<file path="src/rtl/seven_seg_scan_ctrl_pkg.sv">
// seven_seg_scan_ctrl_pkg: shared FSM encodings, display constants and anode helper for the 7-seg scanner
package seven_seg_scan_ctrl_pkg;
  localparam logic [0:0] S_BLANK = 1'b0;
  localparam logic [0:0] S_DRIVE = 1'b1;
  localparam int NUM_DIGITS = 4;
  localparam logic [NUM_DIGITS-1:0] ANODE_OFF = 4'b1111;
  function automatic logic [NUM_DIGITS-1:0] anode_sel(input logic [1:0] digit);
    return ~(4'b0001 << digit);
  endfunction
endpackage

</file>
<file path="src/rtl/seven_seg_scan_ctrl_if.sv">
// seven_seg_scan_ctrl_if: display-value write port and board display pins of the 7-seg scanner
interface seven_seg_scan_ctrl_if;
  import seven_seg_scan_ctrl_pkg::*;
  logic enable;
  logic wr_en;
  logic [15:0] wr_data;
  logic [6:0] segments;
  logic [NUM_DIGITS-1:0] t;
  logic frame_done;
  modport master (output enable, wr_en, wr_data, input segments, t, frame_done);
  modport slave (input enable, wr_en, wr_data, output segments, t, frame_done);
endinterface

</file>
<file path="src/rtl/seven_seg_scan_ctrl_bin_to_hex.sv">
// seven_seg_scan_ctrl_bin_to_hex: nibble to active-low {a,b,c,d,e,f,g} hex segment decoder
module seven_seg_scan_ctrl_bin_to_hex (
  input  logic       w_i,
  input  logic       x_i,
  input  logic       y_i,
  input  logic       z_i,
  output logic [6:0] seg_o
);
  always_comb begin
    seg_o = 7'b1111111;
    case ({w_i, x_i, y_i, z_i})
      4'h0: seg_o = 7'b0000001;
      4'h1: seg_o = 7'b1001111;
      4'h2: seg_o = 7'b0010010;
      4'h3: seg_o = 7'b0000110;
      4'h4: seg_o = 7'b1001100;
      4'h5: seg_o = 7'b0100100;
      4'h6: seg_o = 7'b0100000;
      4'h7: seg_o = 7'b0001111;
      4'h8: seg_o = 7'b0000000;
      4'h9: seg_o = 7'b0000100;
      4'ha: seg_o = 7'b0001000;
      4'hb: seg_o = 7'b1100000;
      4'hc: seg_o = 7'b0110001;
      4'hd: seg_o = 7'b1000010;
      4'he: seg_o = 7'b0110000;
      default: seg_o = 7'b0111000;
    endcase
  end
endmodule

</file>
<file path="src/rtl/seven_seg_scan_ctrl.sv">
// seven_seg_scan_ctrl: 4-digit multiplexed 7-seg scanner with per-slot anode guard and frame-synchronous updates.
// Define SEG_LEADING_ZERO_BLANK_EN to keep leading-zero digits 1..3 dark.
module seven_seg_scan_ctrl
  import seven_seg_scan_ctrl_pkg::*;
#(
  parameter int REFRESH_DIV  = 50000,
  parameter int BLANK_CYCLES = 64
) (
  input logic clk,
  input logic rst_n,
  seven_seg_scan_ctrl_if.slave bus
);
  localparam int CW = $clog2(REFRESH_DIV);
  localparam logic [CW-1:0] CNT_LAST = CW'(REFRESH_DIV - 1);
  localparam logic [CW-1:0] BLANK_LAST = CW'(BLANK_CYCLES == 0 ? 0 : BLANK_CYCLES - 1);
  if (REFRESH_DIV < 2) begin : g_bad_div
    $error("REFRESH_DIV must be >= 2");
  end
  if (BLANK_CYCLES >= REFRESH_DIV) begin : g_bad_blank
    $error("BLANK_CYCLES must be < REFRESH_DIV");
  end
  logic [0:0] state_q, state_d;
  logic [1:0] digit_q, digit_d;
  logic [CW-1:0] cnt_q, cnt_d;
  logic [15:0] active_q, active_d, shadow_q, shadow_d;
  logic pending_q, pending_d;
  logic [3:0] nibble_q, nibble_d;
  logic [NUM_DIGITS-1:0] t_q, t_d;
  logic frame_done_q, frame_done_d;
  logic slot_end, wrap, lz_off;
  logic [6:0] seg;
  assign slot_end = state_q == S_DRIVE && cnt_q == CNT_LAST;
  assign wrap = bus.enable && slot_end && digit_q == 2'(NUM_DIGITS - 1);
  always_comb begin
    state_d = !bus.enable || slot_end ? S_BLANK
            : state_q == S_BLANK && cnt_q == BLANK_LAST ? S_DRIVE : state_q;
    cnt_d = !bus.enable || slot_end ? '0 : cnt_q + 1'b1;
    digit_d = !bus.enable ? 2'd0 : slot_end ? digit_q + 2'd1 : digit_q;
    nibble_d = bus.enable && state_q == S_BLANK ? active_q[{digit_q, 2'b00} +: 4] : nibble_q;
  end
  // While idle or at the frame wrap a write goes straight to the displayed value.
  always_comb begin
    active_d = active_q;
    shadow_d = shadow_q;
    pending_d = pending_q;
    if (bus.wr_en && (!bus.enable || wrap)) begin
      active_d = bus.wr_data;
      pending_d = 1'b0;
    end else if (bus.wr_en) begin
      shadow_d = bus.wr_data;
      pending_d = 1'b1;
    end else if (wrap && pending_q) begin
      active_d = shadow_q;
      pending_d = 1'b0;
    end
  end
  always_comb begin
`ifdef SEG_LEADING_ZERO_BLANK_EN
    lz_off = digit_d != 2'd0 && (active_q >> {digit_d, 2'b00}) == 16'd0;
`else
    lz_off = 1'b0;
`endif
    t_d = state_d == S_DRIVE && !lz_off ? anode_sel(digit_d) : ANODE_OFF;
    frame_done_d = state_d == S_DRIVE && cnt_d == CNT_LAST && digit_d == 2'(NUM_DIGITS - 1);
  end
  always_ff @(posedge clk or negedge rst_n) begin
    if (!rst_n) begin
      state_q <= S_BLANK;
      digit_q <= '0;
      cnt_q <= '0;
      active_q <= '0;
      shadow_q <= '0;
      pending_q <= 1'b0;
      nibble_q <= '0;
      t_q <= ANODE_OFF;
      frame_done_q <= 1'b0;
    end else begin
      state_q <= state_d;
      digit_q <= digit_d;
      cnt_q <= cnt_d;
      active_q <= active_d;
      shadow_q <= shadow_d;
      pending_q <= pending_d;
      nibble_q <= nibble_d;
      t_q <= t_d;
      frame_done_q <= frame_done_d;
    end
  end
  seven_seg_scan_ctrl_bin_to_hex u_dec (
    .w_i(nibble_q[3]),
    .x_i(nibble_q[2]),
    .y_i(nibble_q[1]),
    .z_i(nibble_q[0]),
    .seg_o(seg)
  );
  assign bus.segments = seg;
  assign bus.t = t_q;
  assign bus.frame_done = frame_done_q;
endmodule

</file>
<file path="src/flat_wrapper.sv">
// flat-port wrapper written by rule: the top's interface ports become plain ports
module seven_seg_scan_ctrl_flat import seven_seg_scan_ctrl_pkg::*;
#(
  parameter int REFRESH_DIV  = 50000,
  parameter int BLANK_CYCLES = 64
)
  (clk, rst_n, bus_enable, bus_wr_en, bus_wr_data, bus_segments, bus_t, bus_frame_done);
  seven_seg_scan_ctrl_if bus_i ();
  input logic clk;
  input logic rst_n;
  input wire logic [$bits(bus_i.enable)-1:0] bus_enable;
  input wire logic [$bits(bus_i.wr_en)-1:0] bus_wr_en;
  input wire logic [$bits(bus_i.wr_data)-1:0] bus_wr_data;
  output wire logic [$bits(bus_i.segments)-1:0] bus_segments;
  output wire logic [$bits(bus_i.t)-1:0] bus_t;
  output wire logic [$bits(bus_i.frame_done)-1:0] bus_frame_done;
  assign bus_i.enable = bus_enable;
  assign bus_i.wr_en = bus_wr_en;
  assign bus_i.wr_data = bus_wr_data;
  assign bus_segments = bus_i.segments;
  assign bus_t = bus_i.t;
  assign bus_frame_done = bus_i.frame_done;
  seven_seg_scan_ctrl #(.REFRESH_DIV(REFRESH_DIV), .BLANK_CYCLES(BLANK_CYCLES)) u_core (.clk(clk), .rst_n(rst_n), .bus(bus_i));
endmodule
</file>
<file path="config.mk">
export PLATFORM = sky130hd
export DESIGN_NAME = seven_seg_scan_ctrl_flat
export DESIGN_NICKNAME = d
export VERILOG_FILES = /design/src/rtl/seven_seg_scan_ctrl_pkg.sv /design/src/rtl/seven_seg_scan_ctrl_if.sv /design/src/rtl/seven_seg_scan_ctrl_bin_to_hex.sv /design/src/rtl/seven_seg_scan_ctrl.sv /design/src/flat_wrapper.sv
export SDC_FILE = /design/constraint.sdc
export NUM_CORES = 1
export LEC_CHECK = 0
export CELL_PAD_IN_SITES_DETAIL_PLACEMENT = 1
export CELL_PAD_IN_SITES_GLOBAL_PLACEMENT = 2
export CORE_ASPECT_RATIO = 0.6
export CORE_MARGIN = 3
export CORE_UTILIZATION = 39
export CTS_CLUSTER_SIZE = 40
export DETAILED_ROUTE_END_ITERATION = 6
export PLACE_DENSITY = 0.83
export SLEW_MARGIN = 20
export SYNTH_ARGS = -nofsm -noshare
export SYNTH_HDL_FRONTEND = slang
export SYNTH_SLANG_ARGS = --single-unit
export TNS_END_PERCENT = 100
</file>
<file path="constraint.sdc">
create_clock -name clk -period 2.7 [get_ports clk]
set_clock_uncertainty 0.05 [all_clocks]
set_input_delay 0.54 -clock clk [delete_from_list [all_inputs] [get_ports clk]]
set_output_delay 0.54 -clock clk [all_outputs]
set_load 0.02 [all_outputs]
</file>
==> summary.md, run 1 <==
| Metric | Value |
|---|---|
| Status | `finished clean` |
| Register bit count reported by yosys | `61` |
| Largest family of logic cells by synthesized area | `multiplexers` |
| Worst EP required | `2110 ps` |
| Share of cells above drive strength 1 | `31.0%` |
| Leak | `between 0.0015 and 0.002 µW` |
| Most common cell in the netlist | `dfrtp_1` |
| WP data arrival | `1980 ps` |
| # rows | `25` |
| Die Y | `77.5 µm` |
| Dominant cell type by area after synthesis | `dfrtp_1` |
| Peak supply drop | `roughly 0.58 mV` |
| Chip Width | `about 130 µm` |
| Finished Cell Area | `4070 µm²` |
| Core area | `roughly 8000 µm²` |
| Number of setup buffers added after CTS | `0` |
| Total internal power | `1970 µW` |
| Multi-input logic area | `between 1500 and 2000 µm²` |
| DRT antenna net count | `0` |
| # DRC | `0` |
| Average vias per placed instance | `5.35` |
| Setup_tns | `0 ps` |
| Post-synthesis simple-gate area fraction | `15.3%` |
| Max-slew violation count | `0` |
| Period utilization | `95.2%` |
| Clock Power Share | `43.1%` |
| Synthesized-area fraction occupied by ao, oa, aoi and oai cells | `5.15%` |
| Root buf cell | `clkbuf_16` |
| Routed len/inst | `18.8 µm` |
| Net Switching | `658 µW` |
| Fin crit period | `2570 ps` |
| Adder-cell area share of the yosys netlist | `3.01%` |
| I/O pin count | `32` |
| Mean Syn Cell Area | `roughly 12 µm²` |
| Vias in the first global route | `2445` |
| Yosys warnings | `0` |
| Type of the worst setup path | `reg -> out` |
| Clock buffer depth | `2` |
| Seq/Total Area, Yosys | `46.0%` |
| Worst r2r path cells | `7` |
| CTS buffer count | `9` |
| Via count | `2268` |
| Max-cap violations | `0` |
| Total global routing overflow | `0` |
| Synth Flop Type | `dfrtp_1` |
| Initial antenna violation count | `0` |
| CTS H-tree depth | `3` |
| Synth Cell Area | `between 3000 and 4000 µm²` |
| Post-synthesis mux area share | `22.3%` |
| Synth area leaders | `dfrtp_1, mux2_2, mux2_4` |
| Initial cell density of the core | `41.2%` |
| Drt pass-1 iters | `4` |
| Gr usage total | `18.0%` |
| TritonCTS clock tree | `done` |
| Headroom to the max-slew limit | `57.9%` |
| Comb pwr share | `between 15 and 20%` |
| Worst-Margin Slew | `624 ps` |
| Final wirelength | `around 8000 µm` |
| Crit path from | `u_core.nibble_q[1]` |
| Top post-synthesis cells by count | `dfrtp_1, mux2_2, nor2_1` |
| Area growth syn-to-layout | `22.4%` |
| DP Wirelength | `5810 µm` |
| Worst r2r src | `u_core.cnt_q[1]` |
| Pwr Density | `645 nW/µm²` |
| Ant diodes | `0` |
| Switch share | `25.1%` |
| GPL Wtd Cong | `around 0.8` |
| Post-synth EDFFs | `0` |
| Clock sink count | `61` |
| Final core occ | `50.4%` |
| Type of origin of the critical path | `flop` |
| Nets@finish | `about 340` |
| Post-Syn Instances | `271` |
| Register area | `around 1500 µm²` |
| Synth Area in XOR/XNOR | `4.48%` |
| Crit end category | `output pin` |
| Filler Cells Inserted | `849` |
| HP Class | `in -> async` |
| Critical-path maximum fanout | `6` |
| Fmax | `0.389 GHz` |
| Post-synth top area share | `between 40% and 50%` |
| Largest net degree at the start of global routing | `29` |
| First-pass GRT wire length | `about 13000 µm` |
| Clock Latency Late Sink | `330 ps` |
| Die area | `9710 µm²` |
| Final setup viols | `0` |
| Clock transition at the registers of the reported paths | `50 ps` |
| Netlist cell types | `56` |
| Final Hold Fails | `0` |
| 1st-iter DRT viols | `~120` |
| Ys async rst share | `100%` |
| Placed inst area | `3780 µm²` |
| Syn Nets | `299` |
| RSZ-0062 raised after global routing | `no` |
| Sequential power share | `40.7%` |
| Port Buffers | `31` |
==> power by group through the flow <==
stage	Combinational, µW	Clock [µW]	Sequential (µW)
6_report	424	1130	1070
5_1_grt	464	1210	1080
4_1_cts	431	1170	1070
3_5_place_dp	441	0	1080
3_3_place_gp	423	0	1070
2_1_floorplan	282	0	1050
==> layer usage <==
metal	GRT usage, %	vias to the layer above	wire [µm]
li1	-	1057	-
met2	26.0	36	3400
met5	0	-	0
met1	26.0	1163	4170
met3	5.57	12	300
met4	5.30	0	104
==> registers in the layout (all words and copies together), names as in the netlist <==
signal                 flops
u_core.active_q           16
u_core.bus.frame_done      1
u_core.bus.t               4
u_core.cnt_q              16
u_core.digit_q             2
u_core.nibble_q            4
u_core.pending_q           1
u_core.shadow_q           16
u_core.state_q             1
==> per-stage QoR <==
step	total power [µW]	hold WS (ps)	instances	setup slack, ps
after floorplan	1330	194	271	435
after global placement	1500	428	408	205
after detailed placement	1520	433	408	192
after CTS	2670	185	424	0.727
after global routing	2760	218	424	50.5
final	2630	180	424	128
==> cell type report <==
class	instances	share of cell area [%]
clock buffer	12	6.05
inverter	9	0.830
clock inverter	4	1.17
timing repair buffer	41	9.86
tap	108	3.32
multi-input combinational	189	41.1
sequential	61	37.6
==> placed cells by master (no fill, tap or decap), types with 3 or more instances in the layout <==
cell | synthesis | final
dfrtp_1 | 57 | 56
mux2_2 | 39 | 39
clkdlybuf4s50_1 | 0 | 24
nor2_1 | 22 | 22
nand3_1 | 11 | 11
mux2_4 | 10 | 10
nand2_1 | 9 | 9
xor2_1 | 9 | 9
clkbuf_16 | 0 | 9
xnor2_1 | 8 | 8
inv_1 | 9 | 8
ha_1 | 8 | 8
buf_4 | 0 | 8
o21ai_0 | 6 | 6
nor3_1 | 5 | 5
mux4_2 | 5 | 5
dlygate4sd2_1 | 0 | 5
nand4_1 | 4 | 4
dfstp_2 | 4 | 4
and3_1 | 3 | 3
nor2b_1 | 4 | 3
mux2i_1 | 3 | 3
a21oi_1 | 3 | 3
nand2b_1 | 3 | 3
==> cells by family after synthesis <==
| group | Yosys count |
|---|---|
| xor gates and xnor gates | 17 |
| DFF | 61 |
| adders and majority gates | 8 |
| muxes | 58 |
| AOI/OAI and AO/OA | 22 |
| and+or+nand+nor | 84 |
| buffers and inverters | 21 |
==> worst max-delay path, cell delays in order (launching register included) <==
cell and delay [ps]:
dfrtp_2 410, inv_1 110, ha_1 310, inv_1 50
mux4_2 440, dlygate4sd2_1 330
==> final timing paths <==
path / to / slack, ps
max: bus_segments[3] / 130
min: u_core.state_q / 180
max reg2reg: u_core.active_q[9] / 280
min reg2reg: u_core.shadow_q[10] / 450
max in group asynchronous: u_core.bus.t[0] / 1670
min in group clk: u_core.shadow_q[10] / 450
==> what timing repair did <==
| action | in CTS | in global routing |
|---|---|---|
| endpoints found under the setup margin | 4 | 2 |
| resized for setup | 6 | 3 |
| hold buffers | 0 | 0 |
Note: power is estimated with default switching activity, not from simulation.
==> run 2, diff against run 1 <==
--- a/config.mk
+++ b/config.mk
@@ -5,6 +5,7 @@
 export SDC_FILE = /design/constraint.sdc
 export NUM_CORES = 1
 export LEC_CHECK = 0
+export ABC_CLOCK_PERIOD_IN_PS = 2700
 export CELL_PAD_IN_SITES_DETAIL_PLACEMENT = 1
 export CELL_PAD_IN_SITES_GLOBAL_PLACEMENT = 2
 export CORE_ASPECT_RATIO = 0.6
==> results of run 2 <==
Same layout as run 1: the final DEF is identical, and so are final timing and power.
